### src/rtl/fetch_pkg.sv
// fetch_pkg: shared types and constants for the fetch stage
// and the pipeline registers that reuse ifid_reg.
package fetch_pkg;

    localparam int XLEN = 32;

    localparam logic [XLEN-1:0] RESET_PC  = 32'h0000_0000;
    localparam logic [XLEN-1:0] NOP_INSTR = 32'h0000_0013;
    localparam logic [XLEN-1:0] PC_STEP   = 32'd4;

    typedef enum logic [1:0] {
        FETCH,
        HOLD,
        DISCARD
    } state_t;

    typedef struct packed {
        logic [XLEN-1:0] instr;
        logic [XLEN-1:0] pc;
        logic [XLEN-1:0] pc_plus4;
        logic            valid;
    } ifid_t;

    localparam ifid_t IFID_BUBBLE = '{
        instr:    NOP_INSTR,
        pc:       '0,
        pc_plus4: '0,
        valid:    1'b0
    };

endpackage

### src/rtl/fetch_if.sv
// fetch_if: single-outstanding req/ack instruction-memory port.
// master = fetch side, slave = memory side.
interface fetch_if;
    import fetch_pkg::*;

    logic            req;
    logic [XLEN-1:0] addr;
    logic            ack;
    logic [XLEN-1:0] rdata;

    modport master (
        output req,
        output addr,
        input  ack,
        input  rdata
    );

    modport slave (
        input  req,
        input  addr,
        output ack,
        output rdata
    );

endinterface

### src/rtl/ifid_reg.sv
// ifid_reg: generic pipeline register with
// reset > flush > stall > load/bubble priority.
module ifid_reg
    import fetch_pkg::*;
#(
    parameter type T      = ifid_t,
    parameter T    BUBBLE = IFID_BUBBLE
) (
    input  logic clk,
    input  logic reset,
    input  logic flush,
    input  logic stall,
    input  logic load,
    input  T     d,
    output T     q
);

    // Flush and bubble share the same value; stall holds.
    always_ff @(posedge clk) begin
        if (reset || flush) begin
            q <= BUBBLE;
        end else if (!stall) begin
            q <= load ? d : BUBBLE;
        end
    end

endmodule

### src/rtl/fetch_unit.sv
// fetch_unit: PC, imem request FSM, response buffer and IF/ID register.
// Memory wait states become bubbles; downstream stages never stall.
module fetch_unit
    import fetch_pkg::*;
(
    input  logic            clk,
    input  logic            reset,
    input  logic            StallF,
    input  logic            StallD,
    input  logic            FlushD,
    input  logic            PCSrcE,
    input  logic [XLEN-1:0] PCTargetE,
    fetch_if.master         imem,
    output logic [XLEN-1:0] InstrD,
    output logic [XLEN-1:0] PCD,
    output logic [XLEN-1:0] PCPlus4D,
    output logic            ValidD
);

    state_t          state, state_n;
    logic [XLEN-1:0] pcf, pcf_n;
    logic [XLEN-1:0] req_addr, req_addr_n;
    logic [XLEN-1:0] buf_instr, buf_instr_n;
    logic [XLEN-1:0] buf_pc, buf_pc_n;
    logic            hold;
    logic            ifid_load;
    ifid_t           ifid_d, ifid_q;

    assign hold = StallF | StallD;

    // The request is parked only in HOLD; reset drops it immediately.
    assign imem.req  = !reset && (state != HOLD);
    assign imem.addr = req_addr;

    // State, PC, request address and response buffer.
    always_ff @(posedge clk) begin
        if (reset) begin
            state     <= FETCH;
            pcf       <= RESET_PC;
            req_addr  <= RESET_PC;
            buf_instr <= NOP_INSTR;
            buf_pc    <= '0;
        end else begin
            state     <= state_n;
            pcf       <= pcf_n;
            req_addr  <= req_addr_n;
            buf_instr <= buf_instr_n;
            buf_pc    <= buf_pc_n;
        end
    end

    // Next state, next PC and what goes into IF/ID.
    always_comb begin
        state_n     = state;
        pcf_n       = pcf;
        req_addr_n  = req_addr;
        buf_instr_n = buf_instr;
        buf_pc_n    = buf_pc;
        ifid_load   = 1'b0;
        ifid_d      = '{
            instr:    imem.rdata,
            pc:       req_addr,
            pc_plus4: req_addr + PC_STEP,
            valid:    1'b1
        };
        unique case (state)
            FETCH: begin
                if (imem.ack) begin
                    if (PCSrcE) begin
                        pcf_n      = PCTargetE;
                        req_addr_n = PCTargetE;
                    end else if (hold) begin
                        buf_instr_n = imem.rdata;
                        buf_pc_n    = req_addr;
                        state_n     = HOLD;
                    end else begin
                        ifid_load  = 1'b1;
                        pcf_n      = req_addr + PC_STEP;
                        req_addr_n = req_addr + PC_STEP;
                    end
                end else if (PCSrcE) begin
                    // Address must stay stable until the old ack.
                    pcf_n   = PCTargetE;
                    state_n = DISCARD;
                end
            end
            HOLD: begin
                if (PCSrcE) begin
                    pcf_n      = PCTargetE;
                    req_addr_n = PCTargetE;
                    state_n    = FETCH;
                end else if (!hold) begin
                    ifid_load  = 1'b1;
                    ifid_d     = '{
                        instr:    buf_instr,
                        pc:       buf_pc,
                        pc_plus4: buf_pc + PC_STEP,
                        valid:    1'b1
                    };
                    pcf_n      = buf_pc + PC_STEP;
                    req_addr_n = buf_pc + PC_STEP;
                    state_n    = FETCH;
                end
            end
            DISCARD: begin
                if (PCSrcE) begin
                    pcf_n = PCTargetE;
                end
                if (imem.ack) begin
                    req_addr_n = PCSrcE ? PCTargetE : pcf;
                    state_n    = FETCH;
                end
            end
            default: begin
                state_n = FETCH;
            end
        endcase
    end

    ifid_reg #(
        .T      (ifid_t),
        .BUBBLE (IFID_BUBBLE)
    ) u_ifid (
        .clk   (clk),
        .reset (reset),
        .flush (FlushD),
        .stall (StallD),
        .load  (ifid_load),
        .d     (ifid_d),
        .q     (ifid_q)
    );

    assign InstrD   = ifid_q.instr;
    assign PCD      = ifid_q.pc;
    assign PCPlus4D = ifid_q.pc_plus4;
    assign ValidD   = ifid_q.valid;

endmodule
### src/flat_wrapper.sv
// flat-port wrapper written by rule: the top's interface ports become plain ports
module fetch_unit_flat import fetch_pkg::*;
  (clk, reset, StallF, StallD, FlushD, PCSrcE, PCTargetE, InstrD, PCD, PCPlus4D, ValidD, imem_req, imem_addr, imem_ack, imem_rdata);
  fetch_if imem_i ();
  input  logic clk;
  input  logic reset;
  input  logic StallF;
  input  logic StallD;
  input  logic FlushD;
  input  logic PCSrcE;
  input  logic [XLEN-1:0] PCTargetE;
  output logic [XLEN-1:0] InstrD;
  output logic [XLEN-1:0] PCD;
  output logic [XLEN-1:0] PCPlus4D;
  output logic ValidD;
  output wire logic [$bits(imem_i.req)-1:0] imem_req;
  output wire logic [$bits(imem_i.addr)-1:0] imem_addr;
  input wire logic [$bits(imem_i.ack)-1:0] imem_ack;
  input wire logic [$bits(imem_i.rdata)-1:0] imem_rdata;
  assign imem_req = imem_i.req;
  assign imem_addr = imem_i.addr;
  assign imem_i.ack = imem_ack;
  assign imem_i.rdata = imem_rdata;
  fetch_unit u_core (.clk(clk), .reset(reset), .StallF(StallF), .StallD(StallD), .FlushD(FlushD), .PCSrcE(PCSrcE), .PCTargetE(PCTargetE), .imem(imem_i), .InstrD(InstrD), .PCD(PCD), .PCPlus4D(PCPlus4D), .ValidD(ValidD));
endmodule
### config.mk
export PLATFORM = sky130hd
export DESIGN_NAME = fetch_unit_flat
export DESIGN_NICKNAME = d
export VERILOG_FILES = /design/src/rtl/fetch_pkg.sv /design/src/rtl/fetch_if.sv /design/src/rtl/ifid_reg.sv /design/src/rtl/fetch_unit.sv /design/src/flat_wrapper.sv
export SDC_FILE = /design/constraint.sdc
export NUM_CORES = 1
export LEC_CHECK = 0
export CAP_MARGIN = 20
export CORE_MARGIN = 10
export CORE_UTILIZATION = 50
export CTS_CLUSTER_SIZE = 10
export DETAILED_ROUTE_END_ITERATION = 10
export PLACE_DENSITY = 0.88
export SYNTH_ARGS = -nofsm -noshare
export SYNTH_HDL_FRONTEND = slang
export SYNTH_HIERARCHICAL = 1
export SYNTH_SLANG_ARGS = --single-unit
### constraint.sdc
create_clock -name clk -period 2.3 [get_ports clk]
set_input_delay 0.46 -clock clk [delete_from_list [all_inputs] [get_ports clk]]
set_output_delay 0.46 -clock clk [all_outputs]
set_load 0.005 [all_outputs]
== Word level (Yosys, flattened, before mapping) ==
Cells that the tools add are included.
Cells by class
  add/subtract/negate cells: 2
  equal/unequal tests: 11
  multiplexer cells: 26
  bitwise operators: 2
  reduce and logical (&&, ||, !) cells: 9
Operator list (number)
  97-bit two-way mux: 4
  32-bit two-way mux: 8
  32-bit one-hot mux with 3 select lines: 2
  32-bit by 3-bit adder with 32-bit output (second input constant): 2
  2-bit two-way mux: 7
  3-bit != test (second input constant): 4
  5-bit AND reduction: 2
  2-bit one-hot mux with 3 select lines: 1
  2-bit != test (second input constant): 2
  4-bit != test (second input constant): 1
  4-bit AND reduction: 1
  1-bit two-way mux: 3
  3-bit by 2-bit != test with 1-bit output (second input constant): 1
  3-bit AND reduction: 1
  3-bit nonzero test: 1
  2-bit by 1-bit equality test with 1-bit output (second input constant): 1
  2-bit equality test (second input constant): 1
  2-bit logical NOT: 1
  2-bit by 1-bit != test with 1-bit output (second input constant): 1
  1-bit one-hot mux with 2 select lines: 1
  1-bit logical AND: 1
  1-bit logical NOT: 1
  1-bit logical OR: 1
  1-bit NOT: 1
  1-bit bitwise OR: 1
Storage, ports and cells
  register bits after elaboration: 227
  bits of input ports: 71
  output and inout port bits: 130

== Depth between registers and ports, before layout ==
  depth in word-level cells: 6
  gate-level depth with buffers: 12

== Cells and area by module ==
Netlist, hierarchy kept.
By module, submodules not included
  fetch_unit: instances 1, cells each 1345, area each 9063.7 sq um
  ifid_reg: instances 1, cells each 433, area each 4070.2 sq um

== Worst setup path before layout ==
Ideal clock, no wire load.
  path type: input to register
  start: input imem_ack
  end: register u_core/u_ifid/q[60] in the netlist's numbering
  setup time: 66 ps
  arrival: 2233 ps
  data required time: 2234 ps
  path slack: 1 ps
  cell stages on the path: 10
  buffers on the path: 6
  cell sequence: buf_2 -> clkbuf_1 -> clkbuf_1 -> nand2_1 -> a211oi_1 -> buf_2 -> buf_4 -> buf_2 -> nand3b_1 -> a21oi_2
On the way
  longest elaborated chain between the ends: 3
Ends and longest elaborated chain
  from (decl): RTL line flat_wrapper.sv:18  | input wire logic [$bits(imem_i.ack)-1:0] imem_ack;
  1-bit two-way mux: RTL line fetch_unit.sv:68  | if (imem.ack) begin
  1-bit one-hot mux with 2 select lines: RTL line fetch_unit.sv:66  | unique case (state)
  named net u_core.ifid_load: RTL line fetch_unit.sv:26  | logic ifid_load;
  97-bit two-way mux: RTL line ifid_reg.sv:23  | q <= load ? d : BUBBLE;
  to (signal assigned): RTL line ifid_reg.sv:23
  to (decl): RTL line ifid_reg.sv:15  | output T q
The timed path passes the listed nets, and every way through them passes these cells.
A chain may end at the register's enable or synchronous reset.

== Final worst setup path ==
  start: register u_core.state[0]
  end: register u_core.pcf[31]
On the way
  longest elaborated chain between the ends: 3
  elaborated cells between the ends (all ways): 8
  classes of those cells: 4 x eq/ne; 1 x mux; 3 x reduce/logical
Ends and longest elaborated chain
  from (decl): RTL line fetch_unit.sv:20  | state_t state, state_n;
  from (signal assigned): RTL line fetch_unit.sv:44  | state <= state_n;
  2-bit by 1-bit equality test with 1-bit output (tied with other cells): RTL line fetch_unit.sv:66
  3-bit != test (no source line) (tied with other cells)
  3-bit AND reduction (no source line)
  to (signal assigned): RTL line fetch_unit.sv:45  | pcf <= pcf_n;
  to (decl): RTL line fetch_unit.sv:21  | logic [XLEN-1:0] pcf, pcf_n;
Parallel ways exist; a longest one is shown, timed or not.

==> reports/results.ini <==
[floorplanning]
design.die.area_um2=33200
rows=59
core_um2=26000
initial_utilization=0.505
die_w_um=182
ios=201
dieHeight_um=182

[critical_path]
critPathMaxFanout=7
cp.required_ns=2.78
end_kind=flop
arrival_ns=2.75
path_class=reg2reg
cp-start-kind=flop

[route]
postRouteAntennaNets=0
firstDrtPassIters=7
drc=0
wl_per_cell_um=21.2
drt_iter0_markers=1714
vias=14600
vias_per_cell=6.06
wl_um=51000

[logic_synthesis]
syn_inst=1778
synth_top_family_by_area=simple AND/OR/NAND/NOR gates
synth_edf_count=0
synth_area_per_cell_um2=7.39
synthDistinctLibCells=80
synth_nets=1855
ys_seq_area_frac=0.346
synthSimpleGateAreaFrac=0.307
synth-adder-area-share=0.00572
synth_area_um2=13100
ys.warnings.count=6
synth-compound-area-share=0.227
synth_mux_area_frac=0.0147
ys_ff_latch=227
synth_xor_area_frac=0.0340
synthArstFlopShare=0
synth-main-ff-cell=dfxtp_1

[layout]
final_common_cell=nand2_1
final_cell_mix=nand2_1 (489), dfxtp_1 (223), buf_4 (199), clkdlybuf4s50_1 (196), a21oi_1 (168)
nFillCells=2182
nNetsFinal=2139
final_cells=2407
final_layout_size_suffix_gt1_frac=0.178
diodes=0
area_growth_pct=33.4

[global_routing]
grt_max_degree=195
overflow=0
grt_first_pass_wirelength_um=78500
grt_usage=0.289
grt_pass1_vias=14100
antenna_found_initial=0

[timing]
skew_ns=0.0136
tightest_slew_ns=0.755
relSlewSlack=0.496
period_minus_slack_ns=2.27
maxSlewViolCount=0
hold_violations=0
rsz0062_at_grt=yes
finalCritPeriodShare=0.988
max_freq_ghz=0.440
finalSetupViolations=0

[clocking]
cts_tree=done
h-tree-depth=1
clock_sinks=227
numCtsBuffers=28
clock_latency_ns=0.54
clockBufferDepth=3
clk_pin_slew_ns=0.06
cts_root_buf=clkbuf_16
cts_hold_buf=0

[pwr]
clkPwrFrac=0.341
p_total_mw=11.7
combPwrFrac=0.282
switching_share=0.323
p_sw_mw=3.77
pwr-share-seq=0.377
ir_worst_vdd_uv=551
p_per_area_nw_per_um2=666
leakage_nw=6.43
power.internal_mw=7.91

[placed_design]
place_inst=2365
numPortBuffers=200
dp_hpwl_um=37000
gp_congestion=1.01

[min_path]
hold_class=in2reg

[job]
drv_cap=0

[outcome]
outcome=complete, no violations

stage by stage:
step / utilization / hold slack, ns / setup slack (ns) / area [um2] / TNS (ns)
2_1_floorplan: - / 0.437 / 0.000679 / 13100 / 0
3_3_place_gp: 0.637 / 0.441 / -0.228 / 16600 / -16.12
3_5_place_dp: 0.637 / 0.445 / -0.286 / 16600 / -27.46
4_1_cts: 0.671 / 0.228 / 0.00769 / 17400 / 0
5_1_grt: 0.674 / 0.245 / -0.00286 / 17500 / -0.00286
6_report: 0.674 / 0.241 / 0.0270 / 17500 / 0
power groups by stage:
stage	logic, mW	clock network [mW]	registers, mW
after global placement	3.13	0	4.46
after floorplan	1.66	0	4.47
after global routing	3.49	4.18	4.43
final	3.29	3.98	4.40
after detailed placement	3.18	0	4.47
after CTS	3.20	4.02	4.39
layout make-up:
class | instances | area [um2] | share of cell area
clock inverter | 3 | 18.8 | 0.00107
tap | 335 | 419 | 0.0239
sequential | 227 | 4550 | 0.260
timing repair buffer | 414 | 3780 | 0.216
clock buffer | 37 | 786 | 0.0448
inverter | 18 | 67.6 | 0.00386
multi-input combinational | 1373 | 7900 | 0.451
final timing paths:
| path | to | cells after the start | slack [ns] | from |
|---|---|---|---|---|
| setup reg to reg | u_core/pcf[31]$_SDFFE_PP0P_ | 8 | 0.03 | u_core/state[0]$_SDFFE_PP0P_ |
| hold / removal | u_core/buf_pc[31]$_SDFFE_PP0P_ | 2 | 0.24 | reset |
| hold reg to reg | u_core/u_ifid/q[0]$_SDFFE_PP0N_ | 2 | 0.45 | u_core/u_ifid/q[0]$_SDFFE_PP0N_ |
| setup / recovery | u_core/pcf[31]$_SDFFE_PP0P_ | 8 | 0.03 | u_core/state[0]$_SDFFE_PP0P_ |
cells by family after synthesis:
family,after synthesis
AO/OA/AOI/OAI,444
XOR/XNOR,51
adder cells (fa/ha/maj),6
buffers and inverters,178
flip-flops,227
multiplexers,19
other,1
AND/OR/NAND/NOR,852
sequential cells by signal, summed over array words and instances, names as in the netlist:
name	cells
u_core/u_ifid/q	97
u_core/buf_instr	32
u_core/buf_pc	32
u_core/imem.addr	32
u_core/pcf	32
u_core/state	2
repair_timing:
action                                  in CTS  in global routing
buffers inserted                             2                  1
endpoints found under the setup margin      10                 27
pin swaps                                    5                  6
gates resized for setup                     14                 18
cell usage after synthesis (all sizes together) (16+ instances only):
cell	count	area, um2
a211oi	24	180
a21oi	231	1380
a22oi	17	128
buf	67	433
clkbuf	93	354
dfxtp	227	4540
inv	16	60.1
mux2i	17	170
nand2	490	1840
nand3	40	205
nand3b	94	706
nand4	28	211
nor2	94	355
nor3	26	140
o211ai	21	158
o21ai	46	230
xnor2	31	272
xor2	20	175
layer usage:
metal / track usage / vias to the layer above / part of all wire
met5: 0 / - / 0
met1: 0.345 / 6801 / 0.38
met4: 0.171 / 0 / 0.061
li1: - / 6742 / -
met2: 0.476 / 844 / 0.46
met3: 0.0514 / 188 / 0.093
critical path, cell delays in order (launching register included):
cell and delay [ns]:
dfxtp_1 0.37, inv_1 0.09, ha_1 0.44, a2111oi_2 0.50, nand3_1 0.18, o22ai_1 0.16
buf_4 0.22, a22o_1 0.16, a221o_1 0.10
(Power assumes the default switching activity.)
